$ cat src/rtl/skinny_sbox_scheduler_pkg.sv
// Shared types and sizes for the byte-serial SKINNY S-box scheduler.
package skinny_sched_pkg;

  localparam int unsigned NBYTES_C = 16;
  localparam int unsigned LAT_C    = 4;
  localparam int unsigned W_C      = 8;
  localparam int unsigned IDX_W_C  = 4;

  typedef logic [IDX_W_C-1:0] idx_t;
  typedef logic [W_C-1:0]     share_t;

  typedef enum logic [1:0] {
    IDLE  = 2'd0,
    ISSUE = 2'd1,
    DRAIN = 2'd2,
    DONE  = 2'd3
  } state_t;

  // One in-flight S-box slot: valid marks a real byte, idx is its write-back target.
  typedef struct packed {
    logic valid;
    idx_t idx;
  } tag_t;

endpackage

$ cat src/rtl/skinny_sbox_scheduler_if.sv
// Bundle between scheduler, masked state file and shared S-box.
// The stall signal exists only when SKINNY_SCHED_STALL_EN is defined.
interface skinny_sched_if;
  import skinny_sched_pkg::*;

  logic   start;
  logic   busy;
  logic   done;
  idx_t   rd_idx;
  share_t rd_sh0;
  share_t rd_sh1;
  share_t sb_in0;
  share_t sb_in1;
  share_t sb_out0;
  share_t sb_out1;
  logic   wr_en;
  idx_t   wr_idx;
  share_t wr_sh0;
  share_t wr_sh1;
`ifdef SKINNY_SCHED_STALL_EN
  logic   stall;
`endif

  // Scheduler side.
  modport master (
`ifdef SKINNY_SCHED_STALL_EN
    input  stall,
`endif
    input  start, rd_sh0, rd_sh1, sb_out0, sb_out1,
    output busy, done, rd_idx, sb_in0, sb_in1, wr_en, wr_idx, wr_sh0, wr_sh1
  );

  // State file / S-box side.
  modport slave (
`ifdef SKINNY_SCHED_STALL_EN
    output stall,
`endif
    output start, rd_sh0, rd_sh1, sb_out0, sb_out1,
    input  busy, done, rd_idx, sb_in0, sb_in1, wr_en, wr_idx, wr_sh0, wr_sh1
  );

endinterface

$ cat src/rtl/skinny_sbox_scheduler_tagpipe.sv
// LAT-deep {valid, idx} shift register that tracks bytes inside the S-box pipeline.
module skinny_sched_tagpipe
  import skinny_sched_pkg::*;
#(
  parameter int unsigned LAT = LAT_C
) (
  input  logic clk,
  input  logic rst_n,
  input  tag_t tag_in,
  output tag_t tag_out,
  output logic upstream_valid_c
);

  tag_t pipe [LAT];

  // Shifts every cycle in lockstep with the un-enabled S-box pipeline.
  always_ff @(posedge clk or negedge rst_n) begin
    if (!rst_n) begin
      for (int i = 0; i < LAT; i++) begin
        pipe[i] <= '0;
      end
    end else begin
      pipe[0] <= tag_in;
      for (int i = 1; i < LAT; i++) begin
        pipe[i] <= pipe[i-1];
      end
    end
  end

  assign tag_out = pipe[LAT-1];

  // Any real byte still ahead of the tail entry.
  always_comb begin
    upstream_valid_c = 1'b0;
    for (int i = 0; i < LAT - 1; i++) begin
      upstream_valid_c = upstream_valid_c | pipe[i].valid;
    end
  end

endmodule

$ cat src/rtl/skinny_sbox_scheduler.sv
// Issues the 16 state bytes of a round to one shared masked S-box and writes results back by tag.
// Optional issue hold input enabled by SKINNY_SCHED_STALL_EN.
module skinny_sbox_scheduler
  import skinny_sched_pkg::*;
#(
  parameter int unsigned NBYTES = NBYTES_C,
  parameter int unsigned LAT    = LAT_C
) (
  input  logic clk,
  input  logic rst_n,
  skinny_sched_if.master bus
);

  localparam idx_t LAST_IDX = idx_t'(NBYTES - 1);

  state_t state;
  idx_t   cnt;
  logic   busy_q;
  logic   done_q;
  logic   stall_c;
  logic   issue_c;
  logic   upstream_valid_c;
  tag_t   tag_in_c;
  tag_t   tag_out;

`ifdef SKINNY_SCHED_STALL_EN
  assign stall_c = bus.stall;
`else
  assign stall_c = 1'b0;
`endif

  assign issue_c = (state == ISSUE) && !stall_c;

  // Round sequencing, issue counter and registered status outputs.
  always_ff @(posedge clk or negedge rst_n) begin
    if (!rst_n) begin
      state  <= IDLE;
      cnt    <= '0;
      busy_q <= 1'b0;
      done_q <= 1'b0;
    end else begin
      done_q <= 1'b0;
      unique case (state)
        IDLE: begin
          if (bus.start) begin
            state  <= ISSUE;
            busy_q <= 1'b1;
          end
        end
        ISSUE: begin
          if (issue_c) begin
            if (cnt == LAST_IDX) begin
              state <= DRAIN;
              cnt   <= '0;
            end else begin
              cnt <= cnt + idx_t'(1);
            end
          end
        end
        DRAIN: begin
          if (!upstream_valid_c) begin
            state  <= DONE;
            done_q <= 1'b1;
          end
        end
        DONE: begin
          state  <= IDLE;
          busy_q <= 1'b0;
        end
        default: begin
          state  <= IDLE;
          busy_q <= 1'b0;
        end
      endcase
    end
  end

  assign tag_in_c = '{valid: issue_c, idx: cnt};

  skinny_sched_tagpipe #(
    .LAT (LAT)
  ) u_tagpipe (
    .clk              (clk),
    .rst_n            (rst_n),
    .tag_in           (tag_in_c),
    .tag_out          (tag_out),
    .upstream_valid_c (upstream_valid_c)
  );

  // Shares are gated independently; idle cycles present hard zeros so no stale share lingers.
  assign bus.rd_idx = cnt;
  assign bus.sb_in0 = issue_c ? bus.rd_sh0 : '0;
  assign bus.sb_in1 = issue_c ? bus.rd_sh1 : '0;

  assign bus.wr_en  = tag_out.valid;
  assign bus.wr_idx = tag_out.idx;
  assign bus.wr_sh0 = bus.sb_out0;
  assign bus.wr_sh1 = bus.sb_out1;

  assign bus.busy   = busy_q;
  assign bus.done   = done_q;

endmodule

$ cat src/flat_wrapper.sv
// flat-port wrapper written by rule: the top's interface ports become plain ports
module skinny_sbox_scheduler_flat import skinny_sched_pkg::*;
#(
  parameter int unsigned NBYTES = NBYTES_C,
  parameter int unsigned LAT    = LAT_C
)
  (clk, rst_n, bus_start, bus_rd_sh0, bus_rd_sh1, bus_sb_out0, bus_sb_out1, bus_busy, bus_done, bus_rd_idx, bus_sb_in0, bus_sb_in1, bus_wr_en, bus_wr_idx, bus_wr_sh0, bus_wr_sh1);
  skinny_sched_if bus_i ();
  input  logic clk;
  input  logic rst_n;
  input wire logic [$bits(bus_i.start)-1:0] bus_start;
  input wire logic [$bits(bus_i.rd_sh0)-1:0] bus_rd_sh0;
  input wire logic [$bits(bus_i.rd_sh1)-1:0] bus_rd_sh1;
  input wire logic [$bits(bus_i.sb_out0)-1:0] bus_sb_out0;
  input wire logic [$bits(bus_i.sb_out1)-1:0] bus_sb_out1;
  output wire logic [$bits(bus_i.busy)-1:0] bus_busy;
  output wire logic [$bits(bus_i.done)-1:0] bus_done;
  output wire logic [$bits(bus_i.rd_idx)-1:0] bus_rd_idx;
  output wire logic [$bits(bus_i.sb_in0)-1:0] bus_sb_in0;
  output wire logic [$bits(bus_i.sb_in1)-1:0] bus_sb_in1;
  output wire logic [$bits(bus_i.wr_en)-1:0] bus_wr_en;
  output wire logic [$bits(bus_i.wr_idx)-1:0] bus_wr_idx;
  output wire logic [$bits(bus_i.wr_sh0)-1:0] bus_wr_sh0;
  output wire logic [$bits(bus_i.wr_sh1)-1:0] bus_wr_sh1;
  assign bus_i.start = bus_start;
  assign bus_i.rd_sh0 = bus_rd_sh0;
  assign bus_i.rd_sh1 = bus_rd_sh1;
  assign bus_i.sb_out0 = bus_sb_out0;
  assign bus_i.sb_out1 = bus_sb_out1;
  assign bus_busy = bus_i.busy;
  assign bus_done = bus_i.done;
  assign bus_rd_idx = bus_i.rd_idx;
  assign bus_sb_in0 = bus_i.sb_in0;
  assign bus_sb_in1 = bus_i.sb_in1;
  assign bus_wr_en = bus_i.wr_en;
  assign bus_wr_idx = bus_i.wr_idx;
  assign bus_wr_sh0 = bus_i.wr_sh0;
  assign bus_wr_sh1 = bus_i.wr_sh1;
  skinny_sbox_scheduler #(.NBYTES(NBYTES), .LAT(LAT)) u_core (.clk(clk), .rst_n(rst_n), .bus(bus_i));
endmodule
$ cat config.mk
export PLATFORM = sky130hd
export DESIGN_NAME = skinny_sbox_scheduler_flat
export DESIGN_NICKNAME = d
export VERILOG_FILES = /design/src/rtl/skinny_sbox_scheduler_pkg.sv /design/src/rtl/skinny_sbox_scheduler_if.sv /design/src/rtl/skinny_sbox_scheduler_tagpipe.sv /design/src/rtl/skinny_sbox_scheduler.sv /design/src/flat_wrapper.sv
export SDC_FILE = /design/constraint.sdc
export NUM_CORES = 1
export LEC_CHECK = 0
export CORE_ASPECT_RATIO = 0.6
export CORE_UTILIZATION = 38
export CTS_CLUSTER_SIZE = 24
export DETAILED_ROUTE_END_ITERATION = 16
export MAX_ROUTING_LAYER = met4
export PLACE_DENSITY = 0.84
export SLEW_MARGIN = 10
export SYNTH_ARGS = -nofsm -noshare
export SYNTH_HDL_FRONTEND = slang
export SYNTH_HIERARCHICAL = 1
export SYNTH_SLANG_ARGS = --single-unit
export TNS_END_PERCENT = 5
$ cat constraint.sdc
create_clock -name clk -period 4.7 [get_ports clk]
set_input_delay 0.94 -clock clk [delete_from_list [all_inputs] [get_ports clk]]
set_output_delay 0.94 -clock clk [all_outputs]
set_load 0.02 [all_outputs]
==> flow_summary.yaml <==
status:
  status: "finished, final reports clean"
cts:
  clk_path_buf_depth: 2
  cts_tree: "built"
  numCtsBuffers: 3
  cts.sinks: 28
  cts_hold_buf: 0
  cts_resized: 0
  clock_latency_ns: 0.27
  cts_root_buf: "clkbuf_8"
  cts_htree_levels: 1
  cts_setup_buffers: 0
  clk_pin_slew_worst_paths_ns: 0.09
floorplanning:
  start_util: 0.411
  dieArea_um2: 3430
  dieWidth_um: 74.9
  rows: 15
  core_um2: 2950
  io_pins: 78
  die_y_um: 45.8
sta:
  rsz0062_at_grt: "false"
  fin_crit_ns: 3.21
  finClkSkew_ns: 0.00251
  min_period_over_period: 0.682
  max_slew.worst_pin.slew_ns: 0.707
  setup_viol: 0
  setup_tns_ns: 0
  finalHoldViolations: 0
  worst_slack_ns: 1.49
  max_freq_ghz: 0.312
  relSlewSlack: 0.528
  finalMaxSlewViolations: 0
  hold_ws_ns: 0.355
power:
  vdd_ir_drop_max_v: 0.000225
  p_sw_mw: 0.380
  clkPwrFrac: 0.165
  netSwitchingFraction: 0.345
  p_seq_frac: 0.380
  p_int_mw: 0.722
  power_mw: 1.10
  combPwrFrac: 0.454
  power.density_nw_per_um2: 677
  p_leak_nw: 0.712
synth:
  yosysWarnings: 6
  yosys.cell_types.count: 22
  seq_area_frac_synth: 0.578
  yosysTopAreaCell: "dfrtp_1"
  yosys_register_bits: 28
  synth_top_area_frac: 0.578
  postSynthCellCount: 97
  synth_area_leaders: "dfrtp_1 (58%), buf_4 (13%), and2_1 (8.3%)"
  syn-cell-area_um2: 1210
  avgSynthCellArea_um2: 12.5
  syn-num-nets: 138
drt:
  drt-pass1-iter-count: 2
  wl_um: 2010
  drc: 0
  ant_nets: 0
  dr.first_iter.drc_count: 19
  viasPerCell: 4.40
  num_vias: 730
  post_drt_wl_per_cell_um: 12.1
finish:
  drive_gt1_frac: 0.0806
  utilization: 0.552
  fill_cells: 252
  antenna_cells: 0
  finalNetCount: 166
  synthToLayoutAreaGrowth_pct: 34.3
grt:
  grt_pass1_vias: 745
  grt_start_max_net_pins: 29
  grt-ovfl-total: 0
  grt.total_usage: 0.131
  antenna_found_initial: 0
  grt_pass1_wl_um: 3130
place:
  port_buffers: 45
  place_ws_ns: 1.61
  dp_hpwl_um: 1550
  gp_congestion: 0.751
critical_path:
  worstPathArrival_ns: 2.27
  crit_fanout: 24
  worstSetupPathType: "flip-flop to output port"
  required_ns: 3.76
  startpoint_type: "flip-flop"
  endpoint_kind: "output port"
worst_hold_path:
  hold_class: "flip-flop to flip-flop"
run:
  maxCapViolCount: 0
[critical path, stage by stage, from the launching register on]
cell and delay (ns):
dfrtp_1 0.42, inv_1 0.11, ha_1 0.62, and2_1 0.24
clkdlybuf4s50_1 0.60
[metal layers]
metal	track usage	wire, um
met4	0.0415	0
met5	-	0
met3	0.0531	123
met1	0.131	798
met2	0.238	1090
[power groups by stage]
stage | sequential, mW | combinational [mW] | clock, mW
floorplan | 0.439 | 0.311 | 0
global placement | 0.417 | 0.485 | 0
detailed placement | 0.427 | 0.502 | 0
CTS | 0.422 | 0.506 | 0.189
global route | 0.434 | 0.536 | 0.201
finish | 0.419 | 0.501 | 0.182
[final cells by class]
class,count,area [um^2],share of cell area
Clock buffer,3,41.3,0.0254
Clock inverter,1,30.0,0.0184
Inverter,3,11.3,0.00692
Multi-Input combinational cell,43,334,0.205
Sequential cell,28,701,0.430
Tap cell,42,52.6,0.0323
Timing Repair Buffer,46,458,0.281
[cell families (layout without fill, tap and decap cells)]
| logic type | after synthesis | in the layout | share of synthesized area |
|---|---|---|---|
| simple gates | 26 | 26 | 0.130 |
| fa+ha+maj | 6 | 6 | 0.0619 |
| xor+xnor | 1 | 1 | 0.00723 |
| buf+inv | 26 | 53 | 0.147 |
| mux | 3 | 3 | 0.0299 |
| compound gates | 7 | 7 | 0.0464 |
| flops | 28 | 28 | 0.578 |
[flip-flops by register name, indices dropped and copies added, names as in the netlist]
name / cells
u_core/u_tagpipe/pipe: 15
u_core/u_tagpipe/tag_out: 5
u_core/bus.rd_idx: 4
u_core/state: 2
u_core/bus.busy: 1
u_core/bus.done: 1
[cell usage after synthesis]
cell and number:
nor2b_2 1, a21oi_1 2, o21ai_0 4, mux2_4 1, inv_1 3, nor2_1 1
buf_2 1, ha_1 6, a221oi_4 1, and2_1 16, nand2_1 3, dfrtp_1 28
clkbuf_1 1, nor2b_1 1, mux2_2 1, buf_4 21, mux2i_1 1, xnor2_1 1
nand3_2 1, nand4_1 1, or3_1 1, nand3_1 1
[layout by cell type (no fill, tap or decap)]
cell	n
nand2_1	3
mux2_4	1
bufinv_16	1
xnor2_1	1
ha_1	6
or3_1	1
mux2_2	1
nand4_1	1
nand3_1	1
nor2_1	1
and2_1	16
nor2b_1	1
nor2b_2	1
nand3_2	1
o21ai_0	4
clkdlybuf4s50_1	45
dfrtp_1	28
mux2i_1	1
a21oi_1	2
clkbuf_8	3
buf_4	1
inv_1	3
a221oi_4	1
[metrics by stage]
stage                     cell area [um^2]  cells
after CTS                             1630    166
after global routing                  1630    166
after floorplan                       1210     97
final                                 1630    166
after global placement                1560    162
after detailed placement              1560    162
[final timing paths]
path                                           start                         to  slack (ns)  cells after the start
min in group asynchronous                      rst_n  u_core/u_tagpipe/pipe[16]        1.03                      2
hold / removal             u_core/u_tagpipe/pipe[12]   u_core/u_tagpipe/pipe[7]        0.35                      0
setup / recovery                     u_core/state[1]              bus_sb_in1[3]        1.49                      4
hold reg to reg            u_core/u_tagpipe/pipe[12]   u_core/u_tagpipe/pipe[7]        0.35                      0
setup reg to reg                     u_core/state[1]            u_core/state[1]        2.92                      4
max in group asynchronous                      rst_n   u_core/u_tagpipe/pipe[6]        3.42                      2
Note: power is estimated with default switching activity, not from simulation.
